**config.mk**
```make
export PLATFORM = sky130hd
export DESIGN_NAME = spike_event_fifo
export DESIGN_NICKNAME = d
export VERILOG_FILES = /design/src/rtl/spike_event_fifo_pkg.sv /design/src/rtl/spike_event_fifo.sv
export SDC_FILE = /design/constraint.sdc
export NUM_CORES = 1
export LEC_CHECK = 0
export CORE_MARGIN = 3
export CORE_UTILIZATION = 47
export DETAILED_ROUTE_END_ITERATION = 12
export PLACE_DENSITY = 0.73
export SYNTH_ARGS = -nofsm -noshare
export SYNTH_HDL_FRONTEND = slang
export SYNTH_SLANG_ARGS = --single-unit
export TNS_END_PERCENT = 100
```
**constraint.sdc**
```tcl
create_clock -name clk -period 2.3 [get_ports clk]
set_input_delay 0.46 -clock clk [delete_from_list [all_inputs] [get_ports clk]]
set_output_delay 0.46 -clock clk [all_outputs]
set_load 0.05 [all_outputs]
```
**src/rtl/spike_event_fifo_pkg.sv**
```systemverilog
// Shared constants for the spike event queue and its neighbours
// (synaptic_processing_unit2 and the neuron units).
package spike_event_fifo_pkg;

  // Default width of the source-neuron tag.
  localparam int TAG_W_DEFAULT = 1;

  // Default queue depth; must be a power of two, at least 2.
  localparam int DEPTH_DEFAULT = 8;

  // Width of the optional dropped-spike counter.
  localparam int DROP_CNT_W = 16;

endpackage : spike_event_fifo_pkg

```
**src/rtl/spike_event_fifo.sv**
```systemverilog
// Spike event FIFO: a circular buffer of firing-neuron tags between the
// neuron units and synaptic_processing_unit2. The head entry is shown on
// src_tag_out as soon as it is stored (first-word fall-through).
// A spike that arrives while the queue is full, with no dequeue in the same
// cycle, is dropped and sets the sticky overflow flag.
// Optional feature: define SPIKE_FIFO_DROP_CNT_EN to add a saturating
// 16-bit drop_cnt output that counts dropped spikes.
module spike_event_fifo
  import spike_event_fifo_pkg::*;
#(
  parameter int TAG_W = TAG_W_DEFAULT,
  parameter int DEPTH = DEPTH_DEFAULT
) (
  input  logic                       clk,
  input  logic                       asyn_reset,
  input  logic                       spike_valid,
  input  logic [TAG_W-1:0]           spike_tag,
  input  logic                       req_deq,
  input  logic                       clear_ovf,
  output logic                       fifo_empty,
  output logic                       fifo_full,
  output logic [TAG_W-1:0]           src_tag_out,
  output logic [$clog2(DEPTH):0]     count,
  output logic                       overflow
`ifdef SPIKE_FIFO_DROP_CNT_EN
  ,
  output logic [DROP_CNT_W-1:0]      drop_cnt
`endif
);

  localparam int PTR_W = $clog2(DEPTH);
  localparam int CNT_W = PTR_W + 1;

  logic [TAG_W-1:0] mem [DEPTH];

  logic [PTR_W-1:0] wr_ptr_q, wr_ptr_d;
  logic [PTR_W-1:0] rd_ptr_q, rd_ptr_d;
  logic [CNT_W-1:0] cnt_q, cnt_d;
  logic             ovf_q, ovf_d;

  logic is_empty;
  logic is_full;
  logic do_enq;
  logic do_deq;
  logic do_drop;

  // Decode the cycle's transfer and compute the next pointers, count and flag.
  // NOTE: every signal assigned here gets a default first, so no path can
  // leave it unassigned and infer a latch.
  always_comb begin
    is_empty = (cnt_q == '0);
    is_full  = (cnt_q == CNT_W'(DEPTH));
    do_deq   = req_deq & ~is_empty;
    // A full queue still accepts a spike when a dequeue frees a slot this cycle.
    do_enq   = spike_valid & (~is_full | do_deq);
    do_drop  = spike_valid & ~do_enq;

    wr_ptr_d = wr_ptr_q;
    rd_ptr_d = rd_ptr_q;
    cnt_d    = cnt_q;
    ovf_d    = ovf_q;

    // Pointers are PTR_W bits wide, so they wrap from DEPTH-1 to 0 for free.
    if (do_enq) wr_ptr_d = wr_ptr_q + PTR_W'(1);
    if (do_deq) rd_ptr_d = rd_ptr_q + PTR_W'(1);

    unique case ({do_enq, do_deq})
      2'b10:   cnt_d = cnt_q + CNT_W'(1);
      2'b01:   cnt_d = cnt_q - CNT_W'(1);
      default: cnt_d = cnt_q;
    endcase

    // Clear first, then let a drop in the same cycle set it again.
    if (clear_ovf) ovf_d = 1'b0;
    if (do_drop)   ovf_d = 1'b1;
  end

  // Control state register: pointers, occupancy and overflow flag.
  // NOTE: sequential state uses non-blocking assignments so every flop
  // samples values from before the edge, independent of block ordering.
  always_ff @(posedge clk or negedge asyn_reset) begin
    if (!asyn_reset) begin
      wr_ptr_q <= '0;
      rd_ptr_q <= '0;
      cnt_q    <= '0;
      ovf_q    <= 1'b0;
    end else begin
      wr_ptr_q <= wr_ptr_d;
      rd_ptr_q <= rd_ptr_d;
      cnt_q    <= cnt_d;
      ovf_q    <= ovf_d;
    end
  end

  // Tag storage write port.
  // NOTE: the array has no reset; an entry is only ever read after it has
  // been written, and reset clears the pointers that make entries visible.
  always_ff @(posedge clk) begin
    if (do_enq) mem[wr_ptr_q] <= spike_tag;
  end

  // Outputs follow the registered count; the head is forced to zero when empty.
  always_comb begin
    fifo_empty  = is_empty;
    fifo_full   = is_full;
    count       = cnt_q;
    overflow    = ovf_q;
    src_tag_out = is_empty ? '0 : mem[rd_ptr_q];
  end

`ifdef SPIKE_FIFO_DROP_CNT_EN
  logic [DROP_CNT_W-1:0] drop_cnt_q, drop_cnt_d;

  // Saturating count of dropped spikes; clear_ovf restarts it, a same-cycle drop still counts.
  always_comb begin
    drop_cnt_d = clear_ovf ? '0 : drop_cnt_q;
    if (do_drop && (drop_cnt_d != '1)) drop_cnt_d = drop_cnt_d + DROP_CNT_W'(1);
  end

  // Drop counter register.
  always_ff @(posedge clk or negedge asyn_reset) begin
    if (!asyn_reset) drop_cnt_q <= '0;
    else             drop_cnt_q <= drop_cnt_d;
  end

  assign drop_cnt = drop_cnt_q;
`endif

endmodule : spike_event_fifo

```
### Word-level counts from Yosys, hierarchy flattened

Memories as Yosys holds them, arrays and structs flattened.
Cells that the tools add are included.

| word-level totals | value |
|---|---|
| word-level logic and storage cells | 28 |
| bits in registers | 11 |
| memories kept | 1 |
| bits of input ports | 6 |
| RAM bits | 8 |
| output and inout port bits | 8 |

Memories:

| name | depth | width | read ports | clocked after memory_dff | write ports | RTL line | RTL |
|---|---|---|---|---|---|---|---|
| mem | 8 | 1 | 1 | 0 | 1 | spike_event_fifo.sv:34 | `logic [TAG_W-1:0] mem [DEPTH];` |

| cells by class | value |
|---|---|
| muxes and demuxes | 6 |
| eq/ne operators | 3 |
| reductions and logical operators | 3 |
| add/subtract/negate cells | 4 |
| bitwise logic cells | 7 |

Operators by type and width:

| cell | number |
|---|---|
| 4-bit case mux with 2 select lines | 1 |
| 3-bit by 1-bit adder with 3-bit output (second input constant) | 2 |
| 1-bit two-way mux | 5 |
| 4-bit by 1-bit adder with 4-bit output (second input constant) | 1 |
| 4-bit equality test (second input constant) | 1 |
| 4-bit zero test | 1 |
| 2-bit nonzero test | 2 |
| 4-bit by 1-bit subtractor with 4-bit output (second input constant) | 1 |
| 1-bit bitwise AND | 3 |
| 1-bit inverter | 3 |
| 2-bit by 1-bit equality test with 1-bit output (second input constant) | 1 |
| 2-bit equality test (second input constant) | 1 |
| 1-bit OR | 1 |

### Depth between registers and ports, before layout

Gate-level depths: netlist (run 1).

| logic depth | value |
|---|---|
| word-level depth | 8 |
| gate-level depth with buffers | 10 |
| gate-level depth less buffers | 9 |

### Least setup slack after synthesis (run 1)

OpenSTA, ideal clock, no wires.

| path | value |
|---|---|
| kind | register to output |
| start | register cnt_q[2] (netlist: count[2]) |
| end | output src_tag_out |
| arrival | 2.285 ns |
| stages on the path, launching flop included | 5 |
| required time | 1.840 ns |
| path slack | -0.445 ns |
| buffers on the path | 1 |
| path through | dfrtp_1 -> or3_1 -> buf_6 -> nor2_1 -> nor2_1 |

| between the ends | value |
|---|---|
| word-level cells in the longest chain between the ends | 2 |

RTL lines:

| what | RTL line | RTL |
|---|---|---|
| start: declaration | spike_event_fifo.sv:38 | `logic [CNT_W-1:0] cnt_q, cnt_d;` |
| start signal: assignment | spike_event_fifo.sv:90 | `cnt_q <= cnt_d;` |
| 4-bit zero test | spike_event_fifo.sv:51 | `is_empty = (cnt_q == '0);` |
| net fifo_empty | spike_event_fifo.sv:20 | `output logic fifo_empty,` |
| 1-bit two-way mux | spike_event_fifo.sv:108 | `src_tag_out = is_empty ? '0 : mem[rd_ptr_q];` |
| end: declaration | spike_event_fifo.sv:22 | `output logic [TAG_W-1:0] src_tag_out,` |

The timed path passes the listed nets, and every way through them passes these cells.

### Worst setup path in the final report (run 1)

| path | value |
|---|---|
| start | register cnt_q[2] (netlist: count[2]) |
| end | register cnt_q[3] (netlist: count[3]) |

| between the ends | value |
|---|---|
| word-level cells in the longest chain between the ends | 7 |
| elaborated cells between the ends (all ways) | 13 |
| those cells by class | add/sub (2); eq/ne (3); mux (1); bitwise (5); reduce/logical (2) |

RTL lines:

| what | RTL line | RTL |
|---|---|---|
| 4-bit zero test | spike_event_fifo.sv:51 |  |
| 1-bit inverter | spike_event_fifo.sv:53 | `do_deq = req_deq & ~is_empty;` |
| 1-bit bitwise AND | spike_event_fifo.sv:53 |  |
| 1-bit OR | spike_event_fifo.sv:55 | `do_enq = spike_valid & (~is_full \| do_deq);` |
| 1-bit bitwise AND | spike_event_fifo.sv:55 |  |
| 2-bit by 1-bit equality test with 1-bit output or 2-bit equality test (tied branches) | spike_event_fifo.sv:67 | `unique case ({do_enq, do_deq})` |
| 4-bit case mux with 2 select lines or 2-bit nonzero test (tied branches) | n/a |  |

Parallel ways exist; a longest one is shown, timed or not.
A chain may end at the register's enable or synchronous reset.

==> results by group, run 1 <==
Synth
  – Post-synth ARST share: 0.5789
  – Synth unique cells: 32
  – Cells after synthesis: 80
  – Number of synthesized flops with an enable pin: 8
  – Synth Flop Type: dfrtp_1
  – Synth area leaders: dfrtp_1 27%, edfxtp_1 24%, ha_1 5.0%, mux4_2 4.5%, nor2_1 3.7%
  – FF+latch count, synth: 19
  – Top cell type's share of synthesized area: 0.2723
  – Synth Warn #: 0
  – Syn_nets: 91
  – Synth area leader: dfrtp_1
  – Post-synthesis sequential area ratio: 0.5099
  – Synthesized area per cell: 12.64 µm²
  – Mapped Area: 0.001011 mm²

Route
  – Routed wire length per instance: 13.62 µm
  – Initial DRC Count: 12
  – DRT Wirelength: 1784 µm
  – Vias/cell: 5.168
  – Pre-Repair DR Iteration Count: 4
  – Vias: 677
  – DRC viols: 0
  – Antenna viol nets, final: 0

Clock tree
  – CTS Buffer Depth: 2
  – Skew-Pair Late Insertion Delay: 0.31 ns
  – CTS sink count: 19
  – Clk Tree Root Cell: clkbuf_4
  – Inserted Clock Buffers: 3
  – CTS tree: done
  – Clock transition at path regs: 0.12 ns
  – H-tree depth: 1

Final layout
  – Diode count: 0
  – Final Cell Area: 0.001331 mm²
  – Nets: 116
  – Area Growth Syn to Fin: 31.68%
  – Layout cell share with drive strength beyond 1: 0.3462
  – Core Util, Final: 0.6650

Timing
  – Final hold violations: 0
  – Worst Max-Slew Pin Slew: 0.5106 ns
  – Min cycle time layout: 2.230 ns
  – Maximum clock rate: 0.4485 GHz
  – Tcrit/Tclk final: 0.9695
  – Setup TNS: 0 ns
  – Final WS setup: 0.07024 ns
  – Slew Limit Fails: 0
  – # setup viols final: 0
  – Post-Route Skew: 0.01287 ns
  – Fin Hold WS: 0.4685 ns
  – Worst rel slew slack: 0.6585

Pwr
  – Sw frac: 0.4303
  – Net Switching: 0.0007927 W
  – Worst vdd ir: 0.0008096 V
  – Clk pwr share: 0.096
  – Flop pwr share: 0.324
  – Leakage: 0.5348 nW
  – Comb pwr share: 0.580
  – Pwr per Cell Area: 1384 mW/mm²
  – Cell-internal power: 0.001050 W

Placement
  – RePlAce Congestion: 0.8263
  – HPWL after DPL: 1359 µm
  – # port buffers: 13
  – Post-placement cell area: 0.001290 mm²
  – Pre-CTS WS: -0.1942 ns

Global routing
  – First-pass GRT wire length: 2925 µm
  – Number of global-route vias before repair: 640
  – Largest net degree at the start of global routing: 13
  – Tot GR Track Use: 0.1578
  – Initial antenna violation count: 0
  – Grt ovf: 0

Status
  – Status: finished, final reports clean

Die
  – Die area: 0.002744 mm²
  – Die Y: 52.38 µm
  – FP Rows: 16
  – Die W: 52.38 µm
  – Placeable Area: 0.002002 mm²
  – Initial Util: 0.5050
  – # IOs: 14

Critical path
  – Required time worst endpoint: 2.52 ns
  – Max FO, Critical Path: 3
  – Worst Path Arrival: 2.45 ns
  – Crit. End Element: flop
  – R2R Path Start: count[2]
  – Reg2Reg Setup Slack: 0.07 ns
  – CP Launch Type: flop
  – Capturing point of the worst reg2reg path: count[3]
  – CP Class: flop to flop
  – Worst R2R Path Depth: 9

Flow run
  – Max-cap check violation count: 0

Hold path
  – Min-Delay Path Class: primary input to asynchronous set/reset pin
[layout make-up]
cell class / instances / area, µm²
Timing Repair Buffer: 22 / 215.2
Fill cell: 149 / 670.6
Clock inverter: 1 / 7.507
Multi-Input combinational cell: 53 / 508.0
Sequential cell: 19 / 519.2
Clock buffer: 3 / 22.52
Inverter: 6 / 25.02
Tap cell: 27 / 33.78
[cells in the final DEF (no fill, tap or decap)]
cell,netlist,layout
clkdlybuf4s50_1,0,10
buf_4,0,10
nor2_1,10,9
dfrtp_1,11,8
edfxtp_1,8,8
inv_1,6,5
nand2_1,4,4
xnor2_1,4,4
nand2b_1,3,3
xor2_1,3,3
clkbuf_4,0,3
dfrtp_2,0,3
or2_4,0,2
nor3_1,2,2
mux4_2,2,2
mux2i_1,2,2
ha_1,4,2
ha_4,0,2
buf_12,0,2
or3_4,0,1
nor2_2,0,1
o21ai_4,0,1
inv_4,0,1
o31a_4,1,1
mux2_2,1,1
a211o_1,1,1
and2_4,0,1
a21oi_2,0,1
nor2b_1,1,1
a32oi_1,1,1
a221o_1,1,1
o221ai_1,1,1
a22o_1,1,1
o22ai_2,1,1
a31oi_4,1,1
mux2_1,1,1
mux2_4,1,1
fa_1,1,1
clkinvlp_4,0,1
[power groups by stage]
| stage | combinational [W] | sequential [W] | clock (W) |
|---|---|---|---|
| 3_5_place_dp | 0.00104 | 0.000605 | 0 |
| 3_3_place_gp | 0.00102 | 0.000595 | 0 |
| 2_1_floorplan | 0.000589 | 0.000733 | 0 |
| 4_1_cts | 0.00106 | 0.000599 | 0.000181 |
| 6_report | 0.00107 | 0.000597 | 0.000176 |
| 5_1_grt | 0.00115 | 0.000623 | 0.000199 |
[cell usage after synthesis, types with 2 or more instances]
cell,instances
inv_1,6
mux2i_1,2
xnor2_1,4
nand2b_1,3
nor2_1,10
or2_2,2
ha_1,4
edfxtp_1,8
nand2_1,4
mux4_2,2
dfrtp_1,11
xor2_1,3
nor3_1,2
[timing repair]
item,in CTS,in global routing
buffers inserted,0,0
pin swaps,0,5
setup endpoints to repair,1,1
hold buffers,0,0
gates resized for setup,1,2
gates cloned,0,0
[kinds of logic (layout without fill, tap and decap cells)]
kind of cell             after synthesis  in the layout  share of synthesized area
multiplexers                           7              7                     0.1015
AND/OR/NAND/NOR                       24             24                     0.1114
AO/OA/AOI/OAI                         10             10                     0.1089
XOR/XNOR                               7              7                    0.06064
adder cells (fa/ha/maj)                5              5                    0.06931
buffers and inverters                  8             32                    0.03836
flip-flops                            19             19                     0.5099
[routing by layer]
layer  global-route usage  part of all wire  vias to the layer above
met4               0.1021             0.025                        0
li1                     -                 -                      333
met1               0.2011              0.44                      327
met5                    0                 0                        -
met2               0.2211              0.48                       12
met3              0.05983             0.050                        5
[per-stage QoR]
step	std cells	total power, W
6_report	131	0.001842
5_1_grt	131	0.001973
4_1_cts	131	0.001836
3_5_place_dp	127	0.001650
3_3_place_gp	127	0.001614
2_1_floorplan	80	0.001322
[critical path, stage by stage, from the launching register on]
cell	delay, ns
dfrtp_2	0.42
or3_4	0.41
o21ai_4	0.13
or2_4	0.15
inv_4	0.04
ha_4	0.20
a211o_1	0.28
and2_4	0.15
a221o_1	0.28
o221ai_1	0.07
[how the worst max path moves through the flow]
stage / end / start
2_1_floorplan: count[3] / count[1]
3_3_place_gp: count[3] / req_deq
3_5_place_dp: count[3] / req_deq
4_1_cts: count[3] / count[1]
5_1_grt: count[3] / count[2]
6_report: count[3] / count[2]
[flip-flops by register name, indices dropped and copies added, names as in the netlist]
signal,flops
overflow,1
mem,8
wr_ptr_q,3
rd_ptr_q,3
count,4
(Power assumes the default switching activity.)
==> run 2, diff against run 1 <==
ABC_CLOCK_PERIOD_IN_PS = 2300   (was not set)
==> results of run 2 <==
Same layout as run 1: the final DEF is identical, and so are final timing and power.
==> run 3, diff against run 2 <==
CAP_MARGIN = 0   (was not set)
==> results of run 3 <==
Same layout as run 1: the final DEF is identical, and so are final timing and power.
